## config.mk

```make
export PLATFORM = sky130hd
export DESIGN_NAME = bus_wait_ctrl
export DESIGN_NICKNAME = d
export VERILOG_FILES = /design/src/rtl/bus_wait_ctrl.sv
export SDC_FILE = /design/constraint.sdc
export NUM_CORES = 1
export LEC_CHECK = 0
export ABC_AREA = 1
export CAP_MARGIN = 30
export CORE_UTILIZATION = 40
export DETAILED_ROUTE_END_ITERATION = 10
export PLACE_DENSITY = 0.56
export SKIP_CTS_REPAIR_TIMING = 1
export SLEW_MARGIN = 40
export SYNTH_ARGS = -nofsm -noshare
export SYNTH_HDL_FRONTEND = slang
export SYNTH_SLANG_ARGS = --single-unit
```

## constraint.sdc

```tcl
create_clock -name MHZ12 -period 2.62 [get_ports MHZ12]
set_input_delay 0.524 -clock MHZ12 [delete_from_list [all_inputs] [get_ports MHZ12]]
set_output_delay 0.524 -clock MHZ12 [all_outputs]
set_load 0.02 [all_outputs]
```

## src/rtl/bus_wait_ctrl.sv

```systemverilog
// rtl/bus_wait_ctrl.sv - 6309E bus wait-state controller with V9958 recovery gap and wait-line follow
module bus_wait_ctrl #(
  parameter int RAM_WAITS   = 0,
  parameter int ROM_WAITS   = 1,
  parameter int IO_WAITS    = 1,
  parameter int VDP_WAITS   = 2,
  parameter int VDP_GAP     = 24,
  parameter int VDP_TIMEOUT = 255
) (
  input  logic       MHZ12,
  input  logic       RESET,
  input  logic       nQ,
  input  logic [1:0] REGION,
  input  logic       nVDPWAIT,
  input  logic       CFG_WE,
  input  logic [7:0] CFG_DATA,
  output logic       nWAIT,
  output logic       BUSY,
  output logic       TIMEOUT
);

  localparam logic [1:0] S_IDLE  = 2'd0;
  localparam logic [1:0] S_GAP   = 2'd1;
  localparam logic [1:0] S_COUNT = 2'd2;
  localparam logic [1:0] S_VHOLD = 2'd3;

  localparam logic [7:0] GAP_MIN   = 8'(VDP_GAP);
  localparam logic [7:0] TMO_LAST  = 8'(VDP_TIMEOUT - 1);
  localparam logic [7:0] WAITS_RST = {2'(VDP_WAITS), 2'(IO_WAITS), 2'(ROM_WAITS), 2'(RAM_WAITS)};

  logic [1:0] r_state, w_state_nx;
  logic [2:0] r_cnt, w_cnt_nx;
  logic [7:0] r_tcnt, w_tcnt_nx;
  logic [1:0] r_w_vdp, w_w_vdp_nx;
  logic       r_is_vdp, w_is_vdp_nx;
  logic [7:0] r_gap_cnt;
  logic [7:0] r_waits;
  logic       r_nq_d, r_vw_meta, r_vw_s;
  logic       r_nwait, r_busy, r_timeout;
  logic       w_start, w_gap_short, w_timeout_fire, w_vdp_done;
  logic [1:0] w_wsel;

  assign w_start     = r_nq_d & ~nQ;
  assign w_gap_short = (r_gap_cnt < GAP_MIN);

  always_comb begin
    w_wsel = r_waits[1:0];
    case (REGION)
      2'd1:    w_wsel = r_waits[3:2];
      2'd2:    w_wsel = r_waits[5:4];
      2'd3:    w_wsel = r_waits[7:6];
      default: w_wsel = r_waits[1:0];
    endcase
  end

  always_comb begin
    w_state_nx     = r_state;
    w_cnt_nx       = r_cnt;
    w_tcnt_nx      = r_tcnt;
    w_w_vdp_nx     = r_w_vdp;
    w_is_vdp_nx    = r_is_vdp;
    w_timeout_fire = 1'b0;
    w_vdp_done     = 1'b0;
    case (r_state)
      S_IDLE: begin
        if (w_start) begin
          // Wait count is frozen here so a later CFG_WE cannot alter this access
          w_is_vdp_nx = (REGION == 2'd3);
          w_w_vdp_nx  = w_wsel;
          w_cnt_nx    = {w_wsel, 1'b0};
          w_tcnt_nx   = 8'd0;
          if (REGION == 2'd3) begin
            if (w_gap_short)          w_state_nx = S_GAP;
            else if (w_wsel != 2'd0)  w_state_nx = S_COUNT;
            else                      w_state_nx = S_VHOLD;
          end else if (w_wsel != 2'd0) begin
            w_state_nx = S_COUNT;
          end
        end
      end
      S_GAP: begin
        if (!w_gap_short) begin
          w_cnt_nx   = {r_w_vdp, 1'b0};
          w_tcnt_nx  = 8'd0;
          w_state_nx = (r_w_vdp != 2'd0) ? S_COUNT : S_VHOLD;
        end
      end
      S_COUNT: begin
        w_cnt_nx = r_cnt - 3'd1;
        if (r_cnt == 3'd1) begin
          w_tcnt_nx  = 8'd0;
          w_state_nx = r_is_vdp ? S_VHOLD : S_IDLE;
        end
      end
      S_VHOLD: begin
        if (r_vw_s) begin
          w_state_nx = S_IDLE;
          w_vdp_done = 1'b1;
        end else if (r_tcnt == TMO_LAST) begin
          w_state_nx     = S_IDLE;
          w_vdp_done     = 1'b1;
          w_timeout_fire = 1'b1;
        end else begin
          w_tcnt_nx = r_tcnt + 8'd1;
        end
      end
      default: w_state_nx = S_IDLE;
    endcase
  end

  always_ff @(posedge MHZ12) begin
    if (RESET) begin
      r_state   <= S_IDLE;
      r_cnt     <= 3'd0;
      r_tcnt    <= 8'd0;
      r_w_vdp   <= 2'd0;
      r_is_vdp  <= 1'b0;
      r_gap_cnt <= 8'hFF;
      r_waits   <= WAITS_RST;
      r_nq_d    <= 1'b0;
      r_vw_meta <= 1'b1;
      r_vw_s    <= 1'b1;
      r_nwait   <= 1'b1;
      r_busy    <= 1'b0;
      r_timeout <= 1'b0;
    end else begin
      r_state   <= w_state_nx;
      r_cnt     <= w_cnt_nx;
      r_tcnt    <= w_tcnt_nx;
      r_w_vdp   <= w_w_vdp_nx;
      r_is_vdp  <= w_is_vdp_nx;
      r_nq_d    <= nQ;
      r_vw_meta <= nVDPWAIT;
      r_vw_s    <= r_vw_meta;
      r_nwait   <= (w_state_nx == S_IDLE);
      r_busy    <= (w_state_nx != S_IDLE);
      if (CFG_WE) r_waits <= CFG_DATA;
      if (w_timeout_fire)  r_timeout <= 1'b1;
      else if (CFG_WE)     r_timeout <= 1'b0;
      // Recovery gap is measured from the cycle a VDP access leaves the bus
      if (w_vdp_done)                r_gap_cnt <= 8'd0;
      else if (r_gap_cnt != 8'hFF)   r_gap_cnt <= r_gap_cnt + 8'd1;
    end
  end

  assign nWAIT   = r_nwait;
  assign BUSY    = r_busy;
  assign TIMEOUT = r_timeout;

endmodule
```

== Word level (Yosys, flattened, before mapping) ==
Index checks and enable logic that the tools add are counted.

* Logic and storage cells: 75
* Memory bits (read-only): 0
* Memories kept: 0
* Bits in writable memories: 0
* Input port bits: 15
* Bits in latches: 0
* Flip-flop bits (word level): 38
* Output and inout bits: 3

* $mul: 0
* Bitwise operators: 2
* Divide/modulo/power cells: 0
* Reductions and logical operators: 11
* Equal/unequal tests: 14
* Multiplexer cells: 31
* $lt $le $gt $ge: 1
* Shift-type cells: 0
* Add/sub/neg operators: 3

{| class="wikitable"
|+ Operators by type and width
! kind !! count
|-
| 8-bit 2-to-1 mux || 7
|-
| 8-bit one-hot mux with 4 select lines || 1
|-
| 2-bit 2-to-1 mux || 9
|-
| 8-bit by 1-bit adder with 8-bit output (second input constant) || 2
|-
| 2-bit inequality test (second input constant) || 5
|-
| 2-bit nonzero test || 5
|-
| 1-bit 2-to-1 mux || 9
|-
| 3-bit one-hot mux with 3 select lines || 1
|-
| 2-bit equality test (second input constant) || 4
|-
| 8-bit equality test (second input constant) || 1
|-
| 8-bit by 5-bit less-than comparator with 1-bit output (second input constant) || 1
|-
| 8-bit inequality test (second input constant) || 1
|-
| 2-bit one-hot mux with 4 select lines || 1
|-
| 3-bit 2-to-1 mux || 2
|-
| 2-bit one-hot mux with 3 select lines || 1
|-
| 5-bit AND reduction || 1
|-
| 2-bit by 1-bit equality test with 1-bit output (second input constant) || 2
|-
| 2-bit logical NOT || 2
|-
| 3-bit by 1-bit equality test with 1-bit output (second input constant) || 1
|-
| 3-bit AND reduction || 1
|-
| 3-bit nonzero test || 1
|-
| 3-bit by 1-bit subtractor with 3-bit output (second input constant) || 1
|-
| 2-bit AND reduction || 1
|-
| 1-bit AND || 1
|-
| 1-bit inverter || 1
|}

== Longest topological paths before layout ==
* Word-level depth: 9
* Gate-level depth with buffers: 13
* Gate-level depth less buffers: 13

== Worst setup path before layout ==
OpenSTA, ideal clock, no wires.

* Path type: reg2reg
* Start: register r_state[1]
* End: register r_tcnt[6]
* Buffers on the path: 1
* Setup time: 0.131 ns
* Arrival: 1.361 ns
* Setup slack: 1.128 ns
* Clock period less this slack: 1.492 ns
* Stages on the path, launching flop included: 10
* Data required time: 2.489 ns
* Cell sequence: dfxtp_1 -> inv_1 -> ha_1 -> nand4_1 -> nand3_1 -> nor2_2 -> buf_6 -> nand3_1 -> nand2_1 -> a21oi_2

* Cells in the longest elaborated chain, start to end: 3
* Elaborated cells between the ends (all ways): 11
* Those cells by class: eq/ne (8); mux (1); reduce/logical (2)

{| class="wikitable"
|+ RTL lines
! element !! RTL line !! text
|-
| from (decl) || 31 || <nowiki>logic [1:0] r_state, w_state_nx;</nowiki>
|-
| from (signal assigned) || 127 || <nowiki>r_state <= w_state_nx;</nowiki>
|-
| 2-bit equality test, or another cell as far along || 64 || <nowiki>case (r_state)</nowiki>
|-
| 2-bit inequality test (no line) || - ||
|-
| 5-bit AND reduction (no line) || - ||
|-
| to (signal assigned) || 129 || <nowiki>r_tcnt <= w_tcnt_nx;</nowiki>
|-
| to (decl) || 33 || <nowiki>logic [7:0] r_tcnt, w_tcnt_nx;</nowiki>
|}

Several ways; a longest one is shown, not always the timed one.
A chain may end at the register's enable or synchronous reset.

== Worst setup path in the final report ==
* Start: register r_state[1]
* End: register r_tcnt[2]

Same word-level chain as after synthesis.

==> results by group <==
Status
  • Status: complete, no violations

Final layout
  • Leading cell type in the layout, fill and taps excluded: nand2_1
  • Area taken by multi-input logic gates: 1064 sq um
  • # diodes: 0
  • FF+latch area: 760.7 sq um
  • Syn-to-layout area delta: 16.53%
  • Fin cells: 377
  • Nets: 335
  • Most frequent cells in the layout: nand2_1 (64), inv_1 (43), dfxtp_1 (38)
  • Fill count: 491
  • Final instance area: 2355 sq um
  • Ratio of cells with drive above 1 in the final layout: 6.774%

Timing
  • Min Hold Slack: 410.0 ps
  • Crit path time final: 1903 ps
  • Fmax: 525.5 MHz
  • Fin. Hold Viols: 0
  • Final setup fails: 0
  • Relative slew margins: 69.14%
  • Pins over their slew limit: 0
  • Post-route clock skew: 4.827 ps
  • Least-Margin Pin Slew: 462.5 ps
  • RSZ-0062 raised after global routing: false
  • Setup_tns: 0 ps
  • Tcrit/Tclk final: 72.63%

Critical path
  • Data required, critical path: 2790 ps
  • Crit Path Max Fanout: 11
  • Worst setup EP type: flip-flop
  • Kind of critical path: reg2reg
  • Crit path launch type: flip-flop
  • Worst Path Arrival: 2070 ps

Place
  • Detailed placement HPWL: 3065 um
  • IO buf count: 17
  • Placed cell area: 2263 sq um
  • DP Cell Count: 369
  • Routability cong.: 0.8154

Routing
  • DR WL met2: 1807 um
  • Final WL: 4115 um
  • Metal3 WL: 121 um
  • DR DRC count: 0
  • Max Used Layer: met4
  • Metal-1 WL: 2115 um
  • DR pass1 iterations: 4
  • Routed WL per cell: 10.92 um
  • DRT antenna net count: 0
  • DRT iter0 DRCs: 69
  • Vias: 1,772
  • Vias per cell: 4.700

Yosys
  • Syn Area/Cell: 7.016 sq um
  • Syn_nets: 314
  • Post-Synthesis Cells: 288
  • Synth Warn #: 0
  • Yosys top cell by area: dfxtp_1
  • Sequential cell area fraction in the yosys report: 37.65%
  • Top cells by area, synth: dfxtp_1 (38%), nand2_1 (12%), inv_1 (8.0%), ha_1 (6.8%), nand3_1 (6.7%)
  • Number of synthesized register bits: 38
  • Distinct cells, synth: 26
  • Synth top area share: 37.65%
  • Mapped Area: 2021 sq um

Floorplan
  • Die height: 73.08 um
  • Core box area: 4786 sq um
  • Site Rows: 25
  • Die Area: 5340 sq um
  • DIE WIDTH: 73.08 um
  • Ports: 18
  • Starting Density: 42.22%

Pwr
  • Leakage power total: 0.001060 uW
  • PD cells: 646.4 nW/um^2
  • Tot Pwr: 1522 uW
  • Maximum VDD drop: 0.2871 mV

Job
  • Max-cap viol count: 0

Global routing
  • Vias in the first global route: 1,673
  • Largest net degree at the start of global routing: 24
  • First-pass GRT wire length: 7410 um
  • Total grt overflow: 0
  • GRT Util Overall: 18.17%
  • Initial antenna violation count: 0

Clock network
  • Clk pin slew, worst setup/hold paths: 70 ps
  • Root buffer cell: clkbuf_8
  • CTS Sinks: 38
  • Clk Latency, worst-skew pair: 290 ps
  • H-tree depth: 2
  • CTS tree: done
  • CTS buffer count: 5
  • CTS max path bufs: 2

Min path
  • Worst min path class: reg2reg
==> cell families after synthesis <==
family	Yosys count	synth area share [%]
fa+ha+maj	11	6.811
buf+inv	49	9.721
xor+xnor	7	3.034
flops	38	37.65
compound gates	49	14.18
simple gates	134	28.61
==> routing by layer <==
metal | GRT usage, % | vias up
li1 | - | 963
met1 | 23.39 | 786
met2 | 28.60 | 19
met3 | 4.282 | 4
met4 | 8.497 | 0
met5 | 0 | -
==> worst max-delay path, stage by stage, from the launching register on <==
cell and delay [ps]:
dfxtp_1 460, inv_1 130, ha_1 250, nand4_1 120, nand3_1 100, nor2_2 400, nand2_1 120, xor2_1 150
nor2_1 50
==> where the power goes <==
group	internal (uW)	switching, uW
sequential	645	55.3
combinational	171	238
clock	212	201
==> area by class of cell <==
type,count,area share [%]
Clock inverter,1,0.2125
Sequential cell,38,32.31
Inverter,44,7.226
Multi-Input combinational cell,201,45.16
Clock buffer,7,3.666
Timing Repair Buffer,19,7.864
Tap cell,67,3.560
==> registers in the layout (all words and copies together), names as in the netlist <==
| name | cells |
|---|---|
| r_vw_meta | 1 |
| r_gap_cnt | 8 |
| r_tcnt | 8 |
| r_state | 2 |
| TIMEOUT | 1 |
| r_is_vdp | 1 |
| BUSY | 1 |
| r_cnt | 3 |
| r_vw_s | 1 |
| nWAIT | 1 |
| r_waits | 8 |
| r_nq_d | 1 |
| r_w_vdp | 2 |
==> worst paths after layout <==
check / to / start / cells after the start / slack [ps]
min reg2reg: r_vw_s / r_vw_meta / 1 / 410
max: r_tcnt[2] / r_state[1] / 8 / 720
max reg2reg: r_tcnt[2] / r_state[1] / 8 / 720
min: r_vw_s / r_vw_meta / 1 / 410
==> metrics by stage <==
stage,utilization (%),worst slack (ps)
after global placement,47.29,478.1
final,49.20,717.0
after detailed placement,47.29,452.0
after CTS,49.20,707.7
after floorplan,-,1128
after global routing,49.20,476.5
==> Yosys cell counts, drive strengths merged <==
cell and n:
nand4 5, buf 1, and3 1, o211ai 5
nor3 3, o22ai 3, o21bai 1, clkbuf 4
xor2 5, xnor2 2, clkinv 1, nand2 66
nor2 29, o21ai 21, a21oi 19, or2 3
nand3 27, inv 43, dfxtp 38, ha 11
Note: power is estimated with default switching activity, not from simulation.
